### config.mk
export PLATFORM = sky130hd
export DESIGN_NAME = vc_rr_arbiter
export DESIGN_NICKNAME = d
export VERILOG_FILES = /design/src/rtl/vc_rr_arbiter.sv
export SDC_FILE = /design/constraint.sdc
export NUM_CORES = 1
export LEC_CHECK = 0
export ABC_CLOCK_PERIOD_IN_PS = 2060
export CAP_MARGIN = 5
export CORE_MARGIN = 3
export CORE_UTILIZATION = 34
export DETAILED_ROUTE_END_ITERATION = 8
export PLACE_DENSITY = 0.78
export SLEW_MARGIN = 15
export SYNTH_ARGS = -nofsm -noshare
export SYNTH_HDL_FRONTEND = slang
export SYNTH_SLANG_ARGS = --single-unit
### constraint.sdc
create_clock -name clk -period 2.06 [get_ports clk]
set_clock_uncertainty 0.2 [all_clocks]
set_input_delay 0.206 -clock clk [delete_from_list [all_inputs] [get_ports clk]]
set_output_delay 0.206 -clock clk [all_outputs]
set_load 0.02 [all_outputs]
### src/rtl/vc_rr_arbiter.sv
`default_nettype none
// ============================================================================
// vc_rr_arbiter : round-robin drain of 4 source FIFOs into one destination FIFO
// Optional ARB_WORD_CNT_EN adds an 8-bit written-word counter.  Rev 1.0
// ============================================================================
module vc_rr_arbiter #(
  parameter int DATA_WIDTH = 6,
  parameter int NUM_SRC    = 4
) (
  input  logic                          clk,
  input  logic                          reset,
  input  logic                          init,
  input  logic [3:0]                    umbral_in,
  input  logic [NUM_SRC-1:0]            empty_in,
  input  logic [NUM_SRC*DATA_WIDTH-1:0] data_in,
  input  logic                          almost_full_out,
  input  logic                          full_out,
  output logic [NUM_SRC-1:0]            rd_enable,
  output logic                          wr_enable_out,
  output logic [DATA_WIDTH-1:0]         data_out,
  output logic [3:0]                    umbral_out,
  output logic [1:0]                    state,
  output logic                          idle
`ifdef ARB_WORD_CNT_EN
  ,
  output logic [7:0]                    word_cnt
`endif
);

  typedef enum logic [1:0] {
    S_RESET  = 2'b00,
    S_INIT   = 2'b01,
    S_IDLE   = 2'b10,
    S_ACTIVE = 2'b11
  } state_t;

  state_t                  state_q, state_d;
  logic [1:0]              last_grant_q;
  logic [3:0]              umbral_q;
  logic                    wr_q;
  logic [DATA_WIDTH-1:0]   data_q;

  logic                    any_req;
  logic                    dst_busy;
  logic                    pop;
  logic                    found;
  logic [1:0]              grant_idx;
  logic [1:0]              cand;
  logic [DATA_WIDTH-1:0]   sel_word;

  assign any_req  = ~&empty_in;
  assign dst_busy = almost_full_out | full_out;

  // Search starts one past the last grant; the 2-bit index wraps 3->0 naturally.
  always_comb begin
    found     = 1'b0;
    grant_idx = last_grant_q;
    cand      = last_grant_q;
    for (int k = 1; k <= NUM_SRC; k++) begin
      cand = last_grant_q + 2'(k);
      if (!found && !empty_in[cand]) begin
        found     = 1'b1;
        grant_idx = cand;
      end
    end
  end

  assign pop      = (state_q == S_ACTIVE) && !dst_busy && found;
  assign sel_word = data_in[int'(grant_idx)*DATA_WIDTH +: DATA_WIDTH];

  always_comb begin
    rd_enable = '0;
    if (pop) begin
      rd_enable[grant_idx] = 1'b1;
    end
  end

  always_comb begin
    state_d = state_q;
    case (state_q)
      S_RESET:  state_d = S_INIT;
      S_INIT:   state_d = init ? S_INIT : S_IDLE;
      S_IDLE: begin
        if (init)                      state_d = S_INIT;
        else if (any_req && !dst_busy) state_d = S_ACTIVE;
      end
      S_ACTIVE: begin
        if (init)                      state_d = S_INIT;
        else if (!any_req || dst_busy) state_d = S_IDLE;
      end
      default:  state_d = S_RESET;
    endcase
  end

  always_ff @(posedge clk or posedge reset) begin
    if (reset) begin
      state_q      <= S_RESET;
      last_grant_q <= 2'd3;
      umbral_q     <= '0;
      wr_q         <= 1'b0;
      data_q       <= '0;
    end else begin
      state_q <= state_d;
      if (pop) begin
        last_grant_q <= grant_idx;
      end
      if (state_q == S_INIT) begin
        umbral_q <= umbral_in;
      end
      // The popped word lands one cycle later regardless of the state we move to.
      wr_q   <= pop;
      data_q <= pop ? sel_word : '0;
    end
  end

  assign wr_enable_out = wr_q;
  assign data_out      = data_q;
  assign umbral_out    = umbral_q;
  assign state         = state_q;
  assign idle          = (state_q == S_IDLE) && !wr_q;

`ifdef ARB_WORD_CNT_EN
  logic [7:0] cnt_q;

  always_ff @(posedge clk or posedge reset) begin
    if (reset) begin
      cnt_q <= '0;
    end else if (state_q == S_INIT) begin
      cnt_q <= '0;
    end else if (wr_q) begin
      cnt_q <= cnt_q + 8'd1;
    end
  end

  assign word_cnt = cnt_q;
`endif

endmodule
`default_nettype wire

==> metrics, run 1 <==
status finished clean; post-detail-place hpwl between 1500 and 2000 um; I/O pins 55; Post-synth top flop dfrtp_1; DRT Wirelength 2390 um; RSZ-0062 raised after global routing yes; non-filler instance count after layout 166; Core ar. 0.00208 mm^2; crit path DAT 1650 ps; largest net degree at the start of global routing 16; syn avg cell area between 10 and 15 um^2; Compound-Gate Fraction of Synth Area 13.7%; die footprint 0.00293 mm^2; vias in the first global route 844; post-synthesis sequential area ratio 48.0%; most frequent cell after synthesis dfrtp_1; Pleak 0.670 nW; R2R depth 7; area grow syn2layout 93.2%; CTS Sinks 15; Post-Synthesis Cells 70; Worst Hold Class input pin to asynchronous set/reset pin; Ys Warns 0; Final nets 177; TritonCTS clock tree yes; Initial DRC Count 6; hold_buf cts 0; final period demand of the worst path 2050 ps; largest family of logic cells by synthesized area multiplexers; Initial Util 37.8%; DR WL/cell 14.4 um; Max-slew headroom 62.5%; element type at the critical path start register; worst r2r src last_grant_q[0]$_DFFE_PP1P_; Worst Tran Pin Value 561 ps; cell mode on critical path buf_6; final hold viol count 0; XOR/XNOR Fraction of Synth Area 0%; share of total power in combinational logic 53.8%; setup violators final 0; Sw Ratio 35.6%; fin util 73.0%; # diodes 0; clock network power share between 10% and 20%; Worst EP required 1650 ps; Pre-antenna DRT Iters 4; placer congestion estimate 0.760; DRC 0; Root Driver clkbuf_4; I/O Buffers 54; max-slew violation count 0; CTS Buf Count 3; Cell Area, Synth 787 um^2; Worst-path clk slew 90 ps; Max-Cap Viols 0; Unique masters post-synth 23; worst-path fanout max 5; Longest Clk Path Bufs 2; DIE WIDTH 54.1 um; Slowest-stage cell, CP dfstp_2; critical path class register to primary output; Synth top cells by count dfrtp_1, mux2i_1, nor2_1, o22ai_1, mux2_2; layout cells sized above 1 28.1%; Cell Chain, Critical Path nor2_2, buf_6, o21ai_4, o211ai_4, and3_4, buf_6; post-synth top area share 41.3%; DR vias 826; Die Y about 54 um; simple-gate share of the synthesized area between 10% and 20%; R2R Setup Slk 150 ps; mux share of post-synthesis cell area 22.4%; adder-cell share of the synthesized area 0%; Rows 16; Period Utilization, post-route 99.7%; Max Fclk 487 MHz; first-pass GRT wire length 3660 um; Synth Register Bits 15; gr ovfl total 0; CTS H-tree lvls 1; Vias/cell between 4 and 5; Worst Setup End Kind primary output; number of buffers and inverters on the critical path 2; Synth area leaders dfrtp_1, mux2i_1, mux2_2; GRT Total Usage 18.0%; dpl cells 160; Pint between 0.0007 and 0.0008 W; Clock Latency Late Sink 280 ps; Post-synth ARST share 100%; largest delay contributor family on the critical path flip-flops; PwrDens 789 mW/mm^2; Antenna Nets Post-Route 0; slowest stage delay, CP 580 ps; Synth Net Count about 110; FF-to-FF End data_out[4]$_DFF_PP0_; Sw Pwr 0.000426 W; initial antenna violation count 0; maximum vdd drop 0.572 mV; leading area contributor after synthesis dfrtp_1; power share of the sequential group 32.0%; EDFF count, synth 0
[worst max path at each step]
stage                           startpoint           end  cells after the start
2_1_floorplan  last_grant_q[0]$_DFFE_PP1P_  rd_enable[0]                      5
3_3_place_gp                   empty_in[3]  rd_enable[0]                      7
3_5_place_dp                   empty_in[1]  rd_enable[2]                      7
4_1_cts        last_grant_q[0]$_DFFE_PP1P_  rd_enable[0]                      6
5_1_grt        last_grant_q[0]$_DFFE_PP1P_  rd_enable[2]                      7
6_report       last_grant_q[0]$_DFFE_PP1P_  rd_enable[1]                      6
[sequential cells by signal (all words and copies together), names as in the netlist]
register and cells:
data_out 6, umbral_out 4, last_grant_q 2, state 2, wr_enable_out 1
[cells in the final DEF (no fill, tap or decap)]
cell type,synthesis,routed
clkdlybuf4s50_1,0,49
dfrtp_1,13,13
mux2i_1,12,11
buf_4,0,11
o22ai_1,6,6
nor2_1,8,5
mux2_2,5,5
buf_6,0,5
inv_1,4,4
nor2_2,0,3
clkbuf_4,0,3
nand3_1,2,2
a21oi_2,1,2
nand2_1,3,2
o21ai_4,0,2
and3_4,0,2
dfstp_2,2,2
nand4_1,1,1
nor2_4,1,1
a211o_1,1,1
o21a_1,1,1
o21ai_0,1,1
nor2b_1,1,1
o211ai_4,1,1
nand2_2,0,1
mux2i_2,0,1
nor3b_1,1,1
clkbuf_1,0,1
dlymetal6s2s_1,0,1
[cell families after synthesis]
kind of cell | count (synthesis)
flops | 15
buf+inv | 5
mux | 17
simple gates | 19
compound gates | 14
[power groups by stage]
stage | Clock (W) | Combinational (W) | Sequential [W]
2_1_floorplan | 0 | 0.000303 | 0.000430
3_3_place_gp | 0 | 0.000541 | 0.000388
3_5_place_dp | 0 | 0.000553 | 0.000390
4_1_cts | 0.000175 | 0.000599 | 0.000379
5_1_grt | 0.000190 | 0.000692 | 0.000390
6_report | 0.000170 | 0.000645 | 0.000383
[stage by stage]
stage / cell area [um^2] / hold WS [ps] / setup TNS, ps / worst slack [ps] / power (W)
after floorplan: 787 / -94.0 / 0 / 218 / 0.000733
after global placement: 1420 / 288 / -1180 / -309 / 0.000929
after detailed placement: 1420 / 295 / -1590 / -362 / 0.000943
after CTS: 1460 / 78.3 / -28.3 / -28.3 / 0.00115
after global routing: 1520 / 101 / -270 / -71.2 / 0.00127
final: 1520 / 69.5 / 0 / 5.54 / 0.00120
[layer usage]
layer | track usage [%] | vias to the layer above | wire length, um
met2 | 33.3 | 46 | 1210
met1 | 18.8 | 384 | 898
met4 | 4.98 | 0 | 17
met3 | 6.93 | 4 | 261
met5 | 0 | - | 0
li1 | - | 392 | -
[repair_timing]
action / CTS / global route
gates resized for setup: 20 / 17
setup buffers: 2 / 1
endpoints found under the hold margin: 0 / 0
pin swaps: 1 / 9
setup endpoints to repair: 4 / 10
[final cells by class]
| cell class | instances | area [um^2] |
|---|---|---|
| timing repair buffer | 66 | 642 |
| clock buffer | 4 | 26.3 |
| sequential | 15 | 378 |
| tap | 27 | 33.8 |
| multi-input combinational | 50 | 425 |
| inverter | 4 | 15.0 |
| fill | 165 | 562 |
Power figures use the tool's default switching activity.
==> inputs of run 2 (changes only) <==
--- a/config.mk
+++ b/config.mk
@@ -7,9 +7,10 @@
 export LEC_CHECK = 0
 export ABC_CLOCK_PERIOD_IN_PS = 2060
 export CAP_MARGIN = 5
-export CORE_MARGIN = 3
+export CORE_MARGIN = 2
 export CORE_UTILIZATION = 34
 export DETAILED_ROUTE_END_ITERATION = 8
+export HOLD_SLACK_MARGIN = 0.1
 export PLACE_DENSITY = 0.78
 export SLEW_MARGIN = 15
 export SYNTH_ARGS = -nofsm -noshare
==> metrics, run 2 (synthesized netlist as in run 1, its figures left out) <==
setup violators final 0 (unchanged); worst hold slack 276 ps (was 69.5 ps); share of total power in combinational logic 52.6% (was 53.8%); non-filler instance count after layout 166 (unchanged); largest net degree at the start of global routing 16 (unchanged); Total Power 0.00114 W (was 0.00120 W); DR vias 779 (was 826); Worst Hold Class input pin to register (was input pin to asynchronous set/reset pin); Worst EP required 1650 ps (about the same); cell area after layout 0.00148 mm^2 (was 0.00152 mm^2); CTS H-tree lvls 1 (unchanged); initial antenna violation count 0 (unchanged); R2R depth 6 (was 7); crit path DAT 1590 ps (was 1650 ps); Sw Pwr 0.000376 W (was 0.000426 W); Max-slew headroom 65.5% (was 62.5%); Pre-antenna DRT Iters 4 (unchanged); I/O pins 55 (unchanged); Core ar. 0.00219 mm^2 (was 0.00208 mm^2); commonest cells after routing, fill and taps aside clkdlybuf4s50_1, dfrtp_1, mux2i_1, buf_4 (was clkdlybuf4s50_1, dfrtp_1, mux2i_1, buf_4, o22ai_1); Pleak 0.648 nW (was 0.670 nW); CTS Sinks 15 (unchanged); layout cells sized above 1 23.9% (was 28.1%); Worst Tran Pin Value 517 ps (was 561 ps); final period demand of the worst path 1990 ps (was 2050 ps); Longest Clk Path Bufs 2 (unchanged); vias in the first global route 777 (was 844); Vias/cell 4.69 (was 4.98); die footprint 0.00272 mm^2 (was 0.00293 mm^2); Final nets 176 (was 177); clock network power share 14.0% (was 14.2%); PwrDens 768 mW/mm^2 (was 789 mW/mm^2); Period Utilization, post-route 96.7% (was 99.7%); DR WL/cell 12.6 um (was 14.4 um); DRC 0 (unchanged); Worst-path clk slew 80 ps (was 90 ps); Antenna Nets Post-Route 0 (unchanged); Initial DRC Count 22 (was 6); Max Fclk 502 MHz (was 487 MHz); Pint 0.000760 W (was 0.000773 W); maximum vdd drop 0.496 mV (was 0.572 mV); final hold viol count 0 (unchanged); DRT Wirelength 2090 um (was 2390 um); GRT Total Usage 16.6% (was 18.0%); power share of the sequential group 33.4% (was 32.0%); gr ovfl total 0 (unchanged); Rows 17 (was 16); status finished clean (unchanged); # diodes 0 (unchanged); Sw Ratio 33.1% (was 35.6%); post-detail-place hpwl 1740 um (was 1800 um); Die Y 52.1 um (was 54.1 um); commonest non-fill, non-tap cell in the layout clkdlybuf4s50_1 (unchanged); RSZ-0062 raised after global routing yes (unchanged); Worst Setup End Kind primary output (unchanged); area grow syn2layout 87.8% (was 93.2%); CTS Buf Count 3 (unchanged); worst hold stages 2; first-pass GRT wire length 3230 um (was 3660 um); DIE WIDTH 52.1 um (was 54.1 um); max-slew violation count 0 (unchanged); dpl cells 158 (was 160); Initial Util 35.9% (was 37.8%); placer congestion estimate 0.681 (was 0.760); max reg flops 6 (unchanged); TritonCTS clock tree yes (unchanged); Clock Latency Late Sink 280 ps (about the same); Root Driver clkbuf_4 (unchanged); element type at the critical path start register (unchanged); Max-Cap Viols 0 (unchanged); worst-path fanout max 2 (was 5); placed cell areas 0.00140 mm^2 (was 0.00142 mm^2); critical path class register to primary output (unchanged); I/O Buffers 54 (unchanged)
## run 2: cell type report
class,instances,area [um^2]
inverter,4,15.0
tap,28,35.0
fill,182,713
sequential,15,378
timing repair buffer,65,627
multi-input combinational,50,397
clock buffer,4,26.3
## run 2: power groups by stage
stage	sequential [W]	combinational [W]	clock, W
after CTS	0.000372	0.000559	0.000161
final	0.000380	0.000597	0.000159
after global placement	0.000388	0.000526	0
after floorplan	0.000430	0.000303	0
after global routing	0.000385	0.000638	0.000176
after detailed placement	0.000390	0.000534	0
## run 2: final timing paths
| path | start | to | slack (ps) |
|---|---|---|---|
| worst max-delay path | last_grant_q[1]$_DFFE_PP1P_ | rd_enable[3] | 70 |
| worst min-delay path | init | state[1]$_DFFE_PP0P_ | 280 |
| worst max register to register | last_grant_q[0]$_DFFE_PP1P_ | data_out[1]$_DFF_PP0_ | 280 |
| worst min register to register | umbral_out[1]$_DFFE_PP0P_ | umbral_out[1]$_DFFE_PP0P_ | 310 |
| max in group asynchronous | reset | last_grant_q[0]$_DFFE_PP1P_ | 690 |
| min in group asynchronous | reset | umbral_out[3]$_DFFE_PP0P_ | 610 |
## run 2: routing by layer
metal / share of wire (%) / track usage [%] / wire length (um) / vias to the layer above
met5: 0 / 0 / 0 / -
met4: 1.2 / 6.58 / 25 / 0
met3: 10 / 4.89 / 214 / 3
met2: 50 / 32.3 / 1030 / 44
met1: 39 / 15.8 / 812 / 344
li1: - / - / - / 388
## run 2: through the flow
stage	worst slack (ps)	TNS, ps	utilization [%]
floorplan	218	0	-
global placement	-326	-1200	63.9
detailed placement	-391	-1510	63.9
CTS	21.1	0	65.1
global route	-22.5	-68.5	67.4
finish	67.4	0	67.4
## run 2: repair_timing
action                                 CTS  global route
setup endpoints to repair                4             4
endpoints found under the hold margin   13             0
gates resized for setup                 17            12
pin swaps                                0             5
hold buffers                             1             0
buffers inserted                         1             2
## run 2: worst max-delay path: stages (launching register included)
cell     delay (ps)
dfstp_2         550
inv_2            40
a211o_1         290
o21a_1          130
and3_1          170
buf_6           130
